--- config.mk ---
export PLATFORM = sky130hd
export DESIGN_NAME = pause_fade_ctrl
export DESIGN_NICKNAME = d
export VERILOG_FILES = /design/src/rtl/pause_fade_ctrl.sv
export SDC_FILE = /design/constraint.sdc
export NUM_CORES = 1
export LEC_CHECK = 0
export BUFFER_PORTS_ARGS = -buffer_cell sky130_fd_sc_hd__buf_4
export CAP_MARGIN = 30
export CORE_ASPECT_RATIO = 2
export CORE_UTILIZATION = 28
export DETAILED_ROUTE_END_ITERATION = 8
export GPL_TIMING_DRIVEN = 0
export SKIP_LAST_GASP = 1
export SYNTH_ARGS = -nofsm -noshare
export SYNTH_HDL_FRONTEND = slang
export SYNTH_SLANG_ARGS = --single-unit
--- constraint.sdc ---
create_clock -name clk_sys -period 3.6 [get_ports clk_sys]
set_input_delay 0.36 -clock clk_sys [delete_from_list [all_inputs] [get_ports clk_sys]]
set_output_delay 0.36 -clock clk_sys [all_outputs]
set_load 0.005 [all_outputs]
--- src/rtl/pause_fade_ctrl.sv ---
// Pause controller for arcade cores: merges pause sources, optional vblank-aligned entry,
// single-frame step while paused, and a stepped RGB fade-down during long pauses.
//
// state      | meaning
// -----------+------------------------------------------------------------
// ST_RUN     | CPU running, no pause wanted
// ST_PENDING | pause wanted, CPU still running until the next vblank rise
// ST_PAUSED  | CPU halted; fade timers run when dimming is enabled
// ST_STEP    | frame advance: CPU runs until the next vblank rise
module pause_fade_ctrl #(
    parameter int          RW          = 4,
    parameter int          GW          = 4,
    parameter int          BW          = 4,
    parameter int          CLKSPD      = 3,
    parameter int          NREQ        = 2,
    parameter int unsigned DIM_CYCLES  = CLKSPD * 10000000,
    parameter int unsigned FADE_CYCLES = CLKSPD * 500000,
    parameter int          DIM_MAX     = 2
) (
    input  logic                  clk_sys,
    input  logic                  reset,
    input  logic                  user_button,
    input  logic                  step_button,
    input  logic [NREQ-1:0]       pause_request,
    input  logic [2:0]            options,
    input  logic                  OSD_STATUS,
    input  logic                  vblank,
    input  logic [RW-1:0]         r,
    input  logic [GW-1:0]         g,
    input  logic [BW-1:0]         b,
    output logic                  pause_cpu,
    output logic [1:0]            dim_level,
    output logic [RW+GW+BW-1:0]   rgb_out
);

    typedef enum logic [1:0] {
        ST_RUN     = 2'd0,
        ST_PENDING = 2'd1,
        ST_PAUSED  = 2'd2,
        ST_STEP    = 2'd3
    } state_t;

    localparam logic [31:0] HOLD_TC = DIM_CYCLES;
    localparam logic [31:0] FADE_TC = FADE_CYCLES - 1;
    localparam logic [1:0]  DIM_SAT = DIM_MAX[1:0];

    state_t              state_q, state_d;
    logic                toggle_q, toggle_d;
    logic                user_last_q, step_last_q, vblank_last_q;
    logic                pause_q;
    logic [31:0]         hold_q, hold_d;
    logic [31:0]         fade_q, fade_d;
    logic [1:0]          dim_q, dim_d;
    logic [RW+GW+BW-1:0] rgb_q;

    logic want, rise_user, rise_step, rise_vblank;

    assign rise_user   = user_button & ~user_last_q;
    assign rise_step   = step_button & ~step_last_q;
    assign rise_vblank = vblank & ~vblank_last_q;
    assign want        = (|pause_request) | toggle_q | (OSD_STATUS & options[0]);

    always_comb begin
        state_d  = state_q;
        toggle_d = toggle_q ^ rise_user;
        case (state_q)
            ST_RUN:     if (want) state_d = options[2] ? ST_PENDING : ST_PAUSED;
            ST_PENDING: if (!want) state_d = ST_RUN;
                        else if (rise_vblank) state_d = ST_PAUSED;
            ST_PAUSED:  if (!want) state_d = ST_RUN;
                        else if (rise_step) state_d = ST_STEP;
            ST_STEP:    if (!want) state_d = ST_RUN;
                        else if (rise_vblank) state_d = ST_PAUSED;
            default:    state_d = ST_RUN;
        endcase
    end

    // Fade timers follow the next state so the dim clears together with the unpause.
    always_comb begin
        hold_d = '0;
        fade_d = '0;
        dim_d  = '0;
        if (state_d == ST_PAUSED && options[1]) begin
            hold_d = hold_q;
            fade_d = fade_q;
            dim_d  = dim_q;
            if (hold_q != HOLD_TC) begin
                hold_d = hold_q + 32'd1;
                if (hold_q + 32'd1 == HOLD_TC) dim_d = 2'd1;
            end else if (dim_q < DIM_SAT) begin
                if (fade_q == FADE_TC) begin
                    fade_d = '0;
                    dim_d  = dim_q + 2'd1;
                end else begin
                    fade_d = fade_q + 32'd1;
                end
            end
        end
    end

    always_ff @(posedge clk_sys) begin
        if (reset) begin
            state_q       <= ST_RUN;
            toggle_q      <= 1'b0;
            user_last_q   <= 1'b0;
            step_last_q   <= 1'b0;
            vblank_last_q <= 1'b0;
            pause_q       <= 1'b0;
            hold_q        <= '0;
            fade_q        <= '0;
            dim_q         <= '0;
            rgb_q         <= '0;
        end else begin
            state_q       <= state_d;
            toggle_q      <= toggle_d;
            user_last_q   <= user_button;
            step_last_q   <= step_button;
            vblank_last_q <= vblank;
            pause_q       <= (state_d == ST_PAUSED);
            hold_q        <= hold_d;
            fade_q        <= fade_d;
            dim_q         <= dim_d;
            rgb_q         <= {r >> dim_q, g >> dim_q, b >> dim_q};
        end
    end

    assign pause_cpu = pause_q;
    assign dim_level = dim_q;
    assign rgb_out   = rgb_q;

endmodule

==> impl_metrics.yaml, run 1 <==
sta:
  minimum_clock_period_after_layout_ps: 3350
  final.setup_skew_ps: 6.63
  tightestPinTransition_ps: 1040
  setup_repair_after_global_routing_missed_its_margin: "no"
  fmax_ghz: 0.299
  totalNegativeSetupSlack_ps: 0
  final-max-slew-violation-count: 0
  finalHoldViolations: 0
  timing.hold.ws_ps: 237
  layout_worst_path_cycle_share: 0.930
  timing.max_slew.rel_slack: 0.298
  report.final.setup_viol: 0
routing:
  routed_via_density: 5.18
  met2_length_um: 6740
  drt_iter0_drc: 225
  met1Wirelength_um: 4120
  routed-via-count: 3987
  detailedRoute.firstPassIterationCount: 4
  average_detailed_routed_wire_length_per_instance_um: 15.7
  route.met3.wl_um: 400
  route.antenna.remaining_nets: 0
  drcViolationCount: 0
  detail_route.wirelength_um: 12100
  highest-signal-layer: "met4"
clock_network:
  htree_num_levels: 3
  clkTransAtPathRegs_ps: 60
  cts_root_buffer: "sky130_fd_sc_hd__clkbuf_16"
  clock_latency_of_the_later_clocked_register_in_the_worst_skew_pair_ps: 350
  cts-resized-gates: 0
  post_cts_hold_buffer_count: 0
  cts_num_sinks: 85
  numCtsBuffers: 9
  cts.path.max_buffers: 2
  cts_tree: "done"
  cts_setup_buffers: 0
die:
  core-area_sq_um: 15500
  core.rowCount: 64
  die_area_sq_um: 16500
  initial_core_util: 0.288
  boundaryPins: 38
  die_h_um: 180
  floorplan.die.width_um: 91.2
layout:
  count_of_inserted_antenna_diode_cells: 0
  instances_no_fill: 770
  area_growth_pct: 19.0
  nNetsFinal: 595
  nFillCells: 1580
  final_layout_size_suffix_gt1_frac: 0.149
  stdcell_area_sq_um: 5300
grt:
  grt_pass1_vias: 4032
  maximum_number_of_pins_on_one_net_before_global_route_repair: 15
  grt_pass1_wl_um: 19800
  initial_antenna_violation_count: 0
  grtUsageTotal: 0.153
  gr_overflow_total: 0
setup_path:
  critPathRequiredTime_ps: 3880
  critical_path_arrival_ps: 3630
  critPathKind: "flop to flop"
  startpoint_type: "flop"
  worst_setup_path_end_kind: "flop"
  critical_path.max_fanout: 9
synth:
  synth_seq_cells: 85
  mappedNetlistArea_sq_um: 4460
  ys_warn_count: 0
  synth_top_cells_by_area: "sky130_fd_sc_hd__dfxtp_1 38%, sky130_fd_sc_hd__nor2_1 7.3%, sky130_fd_sc_hd__xor2_1 6.5%"
  netlist.top_cell.by_area: "sky130_fd_sc_hd__dfxtp_1"
  post_synth_num_cell_types: 58
  postSynthCellCount: 520
  ys_seq_area_frac: 0.382
  synthesis.nets: 547
  yosysTopAreaCellShare: 0.382
  proportion_of_synthesized_flip_flops_having_asynchronous_set_or_reset: 0
  synth.avg_cell_area_sq_um: 8.57
  synth-edff-count: 0
  synthFlopType: "sky130_fd_sc_hd__dfxtp_1"
  yosys-top-cells-count: "87 x sky130_fd_sc_hd__nor2_1, 85 x sky130_fd_sc_hd__dfxtp_1, 33 x sky130_fd_sc_hd__xor2_1"
  synth_most_common_cell: "sky130_fd_sc_hd__nor2_1"
placed_design:
  post-place-cells: 755
  port_buffer_cells: 37
  dpl.hpwl_um: 9400
  place_area_sq_um: 4980
  place.gp.congestion: 0.921
min_path:
  worst_hold_path_type: "input port to flop"
status:
  status: "complete, no violations"
power:
  power_density_nw_per_um2: 389
  power.leakage_nw: 1.78
  ir_worst_vdd_mv: 0.162
flow_run:
  max-cap-violations: 0
## critical path: stages (launching register included)
cell	delay (ps)
sky130_fd_sc_hd__dfxtp_1	500
sky130_fd_sc_hd__ha_1	200
sky130_fd_sc_hd__buf_4	140
sky130_fd_sc_hd__nand3_1	270
sky130_fd_sc_hd__nor4_1	880
sky130_fd_sc_hd__and3_1	290
sky130_fd_sc_hd__xnor2_1	150
sky130_fd_sc_hd__nand3_1	170
sky130_fd_sc_hd__or4b_1	540
sky130_fd_sc_hd__a21oi_1	130
## kinds of logic (layout without fill, tap and decap cells)
| group | after synthesis | after routing | synth area share |
|---|---|---|---|
| buffers and inverters | 38 | 90 | 0.0480 |
| DFF | 85 | 85 | 0.382 |
| muxes | 9 | 9 | 0.0202 |
| and+or+nand+nor | 276 | 276 | 0.341 |
| AOI/OAI and AO/OA | 44 | 44 | 0.0716 |
| xor gates and xnor gates | 64 | 64 | 0.126 |
| adders and majority gates | 4 | 4 | 0.0112 |
## registers in the layout, indices dropped and copies added, names as in the netlist
register,cells
fade_q,32
hold_q,32
rgb_out,12
dim_level,2
state_q,2
pause_cpu,1
step_last_q,1
toggle_q,1
user_last_q,1
vblank_last_q,1
## power by group
part / switching, mW / leakage (nW) / internal (mW) / total, mW
logic: 0.0426 / 0.928 / 0.0428 / 0.0854
registers: 0.00723 / 0.690 / 0.955 / 0.962
clock network: 0.389 / 0.159 / 0.625 / 1.01
## layout by cell type, fill, tap and decap left out, types with 8 or more instances in the layout
cell / instances
sky130_fd_sc_hd__buf_4: 42
sky130_fd_sc_hd__xnor2_1: 31
sky130_fd_sc_hd__clkbuf_1: 15
sky130_fd_sc_hd__nor2b_1: 9
sky130_fd_sc_hd__a21oi_1: 12
sky130_fd_sc_hd__nor4_1: 14
sky130_fd_sc_hd__nand2_1: 30
sky130_fd_sc_hd__xor2_1: 33
sky130_fd_sc_hd__a211oi_1: 9
sky130_fd_sc_hd__clkbuf_16: 9
sky130_fd_sc_hd__nor3_1: 19
sky130_fd_sc_hd__mux2i_1: 9
sky130_fd_sc_hd__nand4_1: 23
sky130_fd_sc_hd__nor2_1: 87
sky130_fd_sc_hd__and3_1: 15
sky130_fd_sc_hd__nand3_1: 24
sky130_fd_sc_hd__inv_1: 8
sky130_fd_sc_hd__dfxtp_1: 85
## path summary, 6_finish.rpt
kind	slack [ps]	cells past startpoint	endpoint	start
max	250	9	dim_level[0]	hold_q[1]
min	240	2	rgb_out[3]	b[3]
max reg2reg	250	9	dim_level[0]	hold_q[1]
min reg2reg	520	2	fade_q[4]	fade_q[4]
## through the flow
stage                     setup slack [ps]  total power [mW]   util
after floorplan                        762              1.02      -
final                                  251              2.06  0.343
after global routing                  81.1              2.13  0.343
after global placement                 331              1.07  0.322
after detailed placement               350              1.07  0.322
after CTS                              286              2.08  0.343
## final cells by class
class                      instances  area (sq um)  area share
multi-input combinational        397          2540       0.479
tap                              198           248      0.0467
buffer                            30           184      0.0347
clock buffer                      10           239      0.0451
sequential                        85          1700       0.321
inverter                           8          30.0     0.00566
clock inverter                     5          82.6      0.0156
timing repair buffer              37           278      0.0524
## metal layers
metal  vias to the layer above  GRT usage
met5                         -          0
met4                         0      0.123
met3                        53     0.0300
met2                       102      0.291
met1                      1901      0.136
li1                       1931          -
(Power assumes the default switching activity.)
==> run 2: changes to the inputs <==
CORE_UTILIZATION = 60   (was 28)
PLACE_DENSITY = 0.8   (was not set)
==> run 2 against run 1 <==
  * Cell count fell by 14%
  * Via count fell by 1.1%
  * Maximum frequency fell by 2.5%
  * Worst setup slack got worse by 86 ps
  * Design area fell by 2.6%
  * Sequential share of layout area rose by 0.86 points
  * Global-route usage rose by 13 points
  * Sequential cell count did not move
  * Critical endpoint unchanged
==> impl_metrics.yaml, run 2 (synthesis results as in run 1) <==
setup_path:
  critPathRequiredTime_ps: 3870
  critical_path_arrival_ps: 3710
  startpoint_type: "flop"
  ff2ff_setup_slack_ps: 160
  worst_setup_path_end_kind: "flop"
  critPathKind: "flop to flop"
  critical_path.max_fanout: 10
sta:
  worst_slack_ps: 165
  setup_repair_after_global_routing_missed_its_margin: "no"
  minimum_clock_period_after_layout_ps: 3440
  tightestPinTransition_ps: 866
  timing.max_slew.rel_slack: 0.418
  timing.hold.ws_ps: 237
  fmax_ghz: 0.291
  totalNegativeSetupSlack_ps: 0
  layout_worst_path_cycle_share: 0.954
  finalHoldViolations: 0
  final.setup_skew_ps: 6.53
  report.final.setup_viol: 0
  final-max-slew-violation-count: 0
layout:
  nFillCells: 575
  final_layout_size_suffix_gt1_frac: 0.147
  area_growth_pct: 15.9
  instances_no_fill: 664
  layout_commonest_cell: "sky130_fd_sc_hd__nor2_1"
  final_core_utilization: 0.716
  stdcell_area_sq_um: 5160
  count_of_inserted_antenna_diode_cells: 0
  nNetsFinal: 595
  layout_common_cells: "87 x sky130_fd_sc_hd__nor2_1, 85 x sky130_fd_sc_hd__dfxtp_1, 42 x sky130_fd_sc_hd__buf_4"
grt:
  grt_pass1_vias: 3732
  maximum_number_of_pins_on_one_net_before_global_route_repair: 14
  grt_pass1_wl_um: 17300
  gr_overflow_total: 0
  grtUsageTotal: 0.288
  initial_antenna_violation_count: 0
routing:
  average_detailed_routed_wire_length_per_instance_um: 16.4
  detailedRoute.firstPassIterationCount: 4
  routed_via_density: 5.94
  route.antenna.remaining_nets: 0
  detail_route.wirelength_um: 10900
  drcViolationCount: 0
  drt_iter0_drc: 181
  routed-via-count: 3943
clock_network:
  cts_tree: "done"
  clock_latency_of_the_later_clocked_register_in_the_worst_skew_pair_ps: 340
  cts.path.max_buffers: 2
  numCtsBuffers: 9
  cts_setup_buffers: 0
  cts_num_sinks: 85
  cts-resized-gates: 0
  cts_root_buffer: "sky130_fd_sc_hd__clkbuf_16"
  post_cts_hold_buffer_count: 0
  clkTransAtPathRegs_ps: 60
  htree_num_levels: 3
die:
  die_h_um: 124
  boundaryPins: 38
  core-area_sq_um: 7210
  die_area_sq_um: 7800
  core.rowCount: 44
  floorplan.die.width_um: 62.9
  initial_core_util: 0.618
flow_run:
  max-cap-violations: 0
power:
  finalPower_mw: 2.03
  ir_worst_vdd_mv: 0.300
  power.leakage_nw: 1.77
  power_density_nw_per_um2: 393
placed_design:
  place_area_sq_um: 4850
  dpl.hpwl_um: 8250
  post-place-cells: 649
  place_ws_ps: 296
  port_buffer_cells: 37
  place.gp.congestion: 0.881
min_path:
  worst_hold_path_type: "input port to flop"
status:
  status: "complete, no violations"
[run 2: final timing paths]
kind	startpoint	to	cells past startpoint
worst min register to register	fade_q[31]	fade_q[31]	2
worst max-delay path	hold_q[1]	dim_level[0]	8
worst max register to register	hold_q[1]	dim_level[0]	8
worst min-delay path	reset	user_last_q	2
[run 2: power by group]
part | switching [mW] | internal (mW) | total, mW
registers | 0.00735 | 0.955 | 0.963
clock network | 0.363 | 0.621 | 0.985
logic | 0.0414 | 0.0427 | 0.0842
[run 2: worst max-delay path: stages, from the launching register on]
cell                       delay [ps]
sky130_fd_sc_hd__dfxtp_1          490
sky130_fd_sc_hd__nand4_1          240
sky130_fd_sc_hd__clkbuf_1         280
sky130_fd_sc_hd__nor3_2           420
sky130_fd_sc_hd__nor4b_1          610
sky130_fd_sc_hd__mux2i_1          480
sky130_fd_sc_hd__nand3_1          180
sky130_fd_sc_hd__or4b_1           520
sky130_fd_sc_hd__a21oi_1          140
[run 2: metal layers]
layer	part of all wire	up-vias	GRT usage
met5	0	-	0
met4	0.064	0	0.250
met3	0.032	48	0.0421
met2	0.55	94	0.531
met1	0.35	1866	0.272
li1	-	1935	-
[run 2: final cells by class]
class | count | area (sq um) | area share
inverter | 8 | 30.0 | 0.00581
clock buffer | 11 | 243 | 0.0470
clock inverter | 4 | 72.6 | 0.0141
buffer | 30 | 184 | 0.0356
sequential | 85 | 1700 | 0.329
timing repair buffer | 37 | 278 | 0.0538
multi-input combinational | 397 | 2540 | 0.492
tap | 92 | 115 | 0.0223
==> run 3: changes to the inputs <==
--- a/config.mk
+++ b/config.mk
@@ -8,3 +8,3 @@
 export BUFFER_PORTS_ARGS = -buffer_cell sky130_fd_sc_hd__buf_4
-export CAP_MARGIN = 30
+export CAP_MARGIN = 5
 export CORE_ASPECT_RATIO = 2
@@ -14,2 +14,3 @@
 export PLACE_DENSITY = 0.8
+export RECOVER_POWER = 25
 export SKIP_LAST_GASP = 1
==> constraint.sdc (replaced) <==
create_clock -name clk_sys -period 3.6 [get_ports clk_sys]
set_input_delay 0.72 -clock clk_sys [delete_from_list [all_inputs] [get_ports clk_sys]]
set_output_delay 0.72 -clock clk_sys [all_outputs]
set_load 0.005 [all_outputs]
==> run 3 against run 2 <==
  * Die area is the same
  * Largest cell class unchanged
  * Cell count unchanged
  * Global-route usage stayed put
  * Design area fell by 0.15%
  * Critical path type unchanged
==> impl_metrics.yaml, run 3 (synthesis results as in run 1) <==
status:
  status: "complete, no violations"
die:
  die_h_um: 124
  boundaryPins: 38
  floorplan.die.width_um: 62.9
  core.rowCount: 44
  core-area_sq_um: 7210
  initial_core_util: 0.618
  die_area_sq_um: 7800
setup_path:
  worst-r2r-cell-count: 8
  timing.critical_path.from: "hold_q[1]"
  ff2ff_setup_slack_ps: 160
  worst_setup_path_end_kind: "flop"
  critPathRequiredTime_ps: 3870
  critical_path.max_fanout: 10
  critPathKind: "flop to flop"
  crit-reg2reg-launch: "hold_q[1]"
  critical_r2r_capture: "dim_level[0]"
  startpoint_type: "flop"
  critical_path_arrival_ps: 3710
layout:
  layout_common_cells: "87 x sky130_fd_sc_hd__nor2_1, 85 x sky130_fd_sc_hd__dfxtp_1, 33 x sky130_fd_sc_hd__xor2_1"
  final_layout_size_suffix_gt1_frac: 0.143
  instances_no_fill: 664
  layout_commonest_cell: "sky130_fd_sc_hd__nor2_1"
  final_core_utilization: 0.715
  area_growth_pct: 15.7
  nNetsFinal: 595
  count_of_inserted_antenna_diode_cells: 0
  stdcell_area_sq_um: 5160
clock_network:
  cts_setup_buffers: 0
  cts-resized-gates: 0
  clock_latency_of_the_later_clocked_register_in_the_worst_skew_pair_ps: 340
  clkTransAtPathRegs_ps: 60
  cts_tree: "done"
  cts_num_sinks: 85
  cts.path.max_buffers: 2
  post_cts_hold_buffer_count: 0
  cts_root_buffer: "sky130_fd_sc_hd__clkbuf_16"
  numCtsBuffers: 9
  htree_num_levels: 3
sta:
  totalNegativeSetupSlack_ps: 0
  report.final.setup_viol: 0
  finalHoldViolations: 0
  setup_repair_after_global_routing_missed_its_margin: "no"
  final.setup_skew_ps: 6.79
  fmax_ghz: 0.291
  layout_worst_path_cycle_share: 0.955
  final-max-slew-violation-count: 0
  tightestPinTransition_ps: 866
  timing.max_slew.rel_slack: 0.419
  minimum_clock_period_after_layout_ps: 3440
grt:
  initial_antenna_violation_count: 0
  grt_pass1_vias: 3732
  grtUsageTotal: 0.288
  maximum_number_of_pins_on_one_net_before_global_route_repair: 14
  grt_pass1_wl_um: 17300
  gr_overflow_total: 0
placed_design:
  post-place-cells: 649
  place.gp.congestion: 0.881
  place_area_sq_um: 4850
  port_buffer_cells: 37
  dpl.hpwl_um: 8250
routing:
  drcViolationCount: 0
  routed-via-count: 3950
  routed_via_density: 5.95
  detailedRoute.firstPassIterationCount: 4
  average_detailed_routed_wire_length_per_instance_um: 16.5
  route.antenna.remaining_nets: 0
  detail_route.wirelength_um: 10900
  drt_iter0_drc: 160
min_path:
  min-delay-start: "fade_q[31]"
  hold-path-endpoint: "fade_q[31]"
  worst_hold_path_type: "flop to flop"
  worstHoldPathCells: 2
power:
  ir_worst_vdd_mv: 0.302
  power_density_nw_per_um2: 394
  finalPower_mw: 2.03
  power.leakage_nw: 1.76
flow_run:
  max-cap-violations: 0
run 3: changes by cell type in the layout (fill, tap and decap cells not counted):
| cell | before | now |
|---|---|---|
| sky130_fd_sc_hd__and2_0 | 0 | 4 |
| sky130_fd_sc_hd__clkbuf_4 | 1 | 9 |
| sky130_fd_sc_hd__and2_1 | 7 | 3 |
| sky130_fd_sc_hd__buf_4 | 42 | 32 |
| sky130_fd_sc_hd__clkbuf_1 | 16 | 18 |
run 3: worst max-delay path: stages (launching register included):
cell and delay (ps):
sky130_fd_sc_hd__dfxtp_1 490, sky130_fd_sc_hd__nand4_1 250, sky130_fd_sc_hd__clkbuf_1 280, sky130_fd_sc_hd__nor3_2 420, sky130_fd_sc_hd__nor4b_1 610, sky130_fd_sc_hd__mux2i_1 490
sky130_fd_sc_hd__nand3_1 180, sky130_fd_sc_hd__or4b_1 520, sky130_fd_sc_hd__a21oi_1 130
run 3: per-layer routing:
layer	global-route usage	share of wire
met1	0.272	0.36
met2	0.531	0.55
met3	0.0421	0.030
met4	0.250	0.065
met5	0	0
run 3: area by class of cell:
type | instances | area [sq um]
Buffer | 30 | 180
Clock buffer | 11 | 243
Clock inverter | 4 | 72.6
Fill cell | 577 | 2050
Inverter | 8 | 30.0
Multi-Input combinational cell | 397 | 2540
Sequential cell | 85 | 1700
Tap cell | 92 | 115
Timing Repair Buffer | 37 | 274
run 3: where the power goes:
part           total, mW  internal (mW)  switching, mW
combinational     0.0832         0.0415         0.0417
sequential         0.962          0.955        0.00716
clock              0.986          0.621          0.365
total               2.03           1.62          0.413
run 3: per-stage QoR:
step / setup slack (ps) / hold WS [ps]
after floorplan: 762 / 471
after global placement: 318 / 486
after detailed placement: 296 / 501
after CTS: 241 / 515
after global routing: 5.14 / 544
final: 160 / 506
run 3: how the worst max path moves through the flow:
| stage | to | slack (ps) |
|---|---|---|
| finish | dim_level[0] | 160 |
| CTS | dim_level[0] | 240 |
| global route | dim_level[0] | 5 |
| detailed placement | dim_level[0] | 300 |
| floorplan | dim_level[1] | 760 |
| global placement | dim_level[0] | 320 |
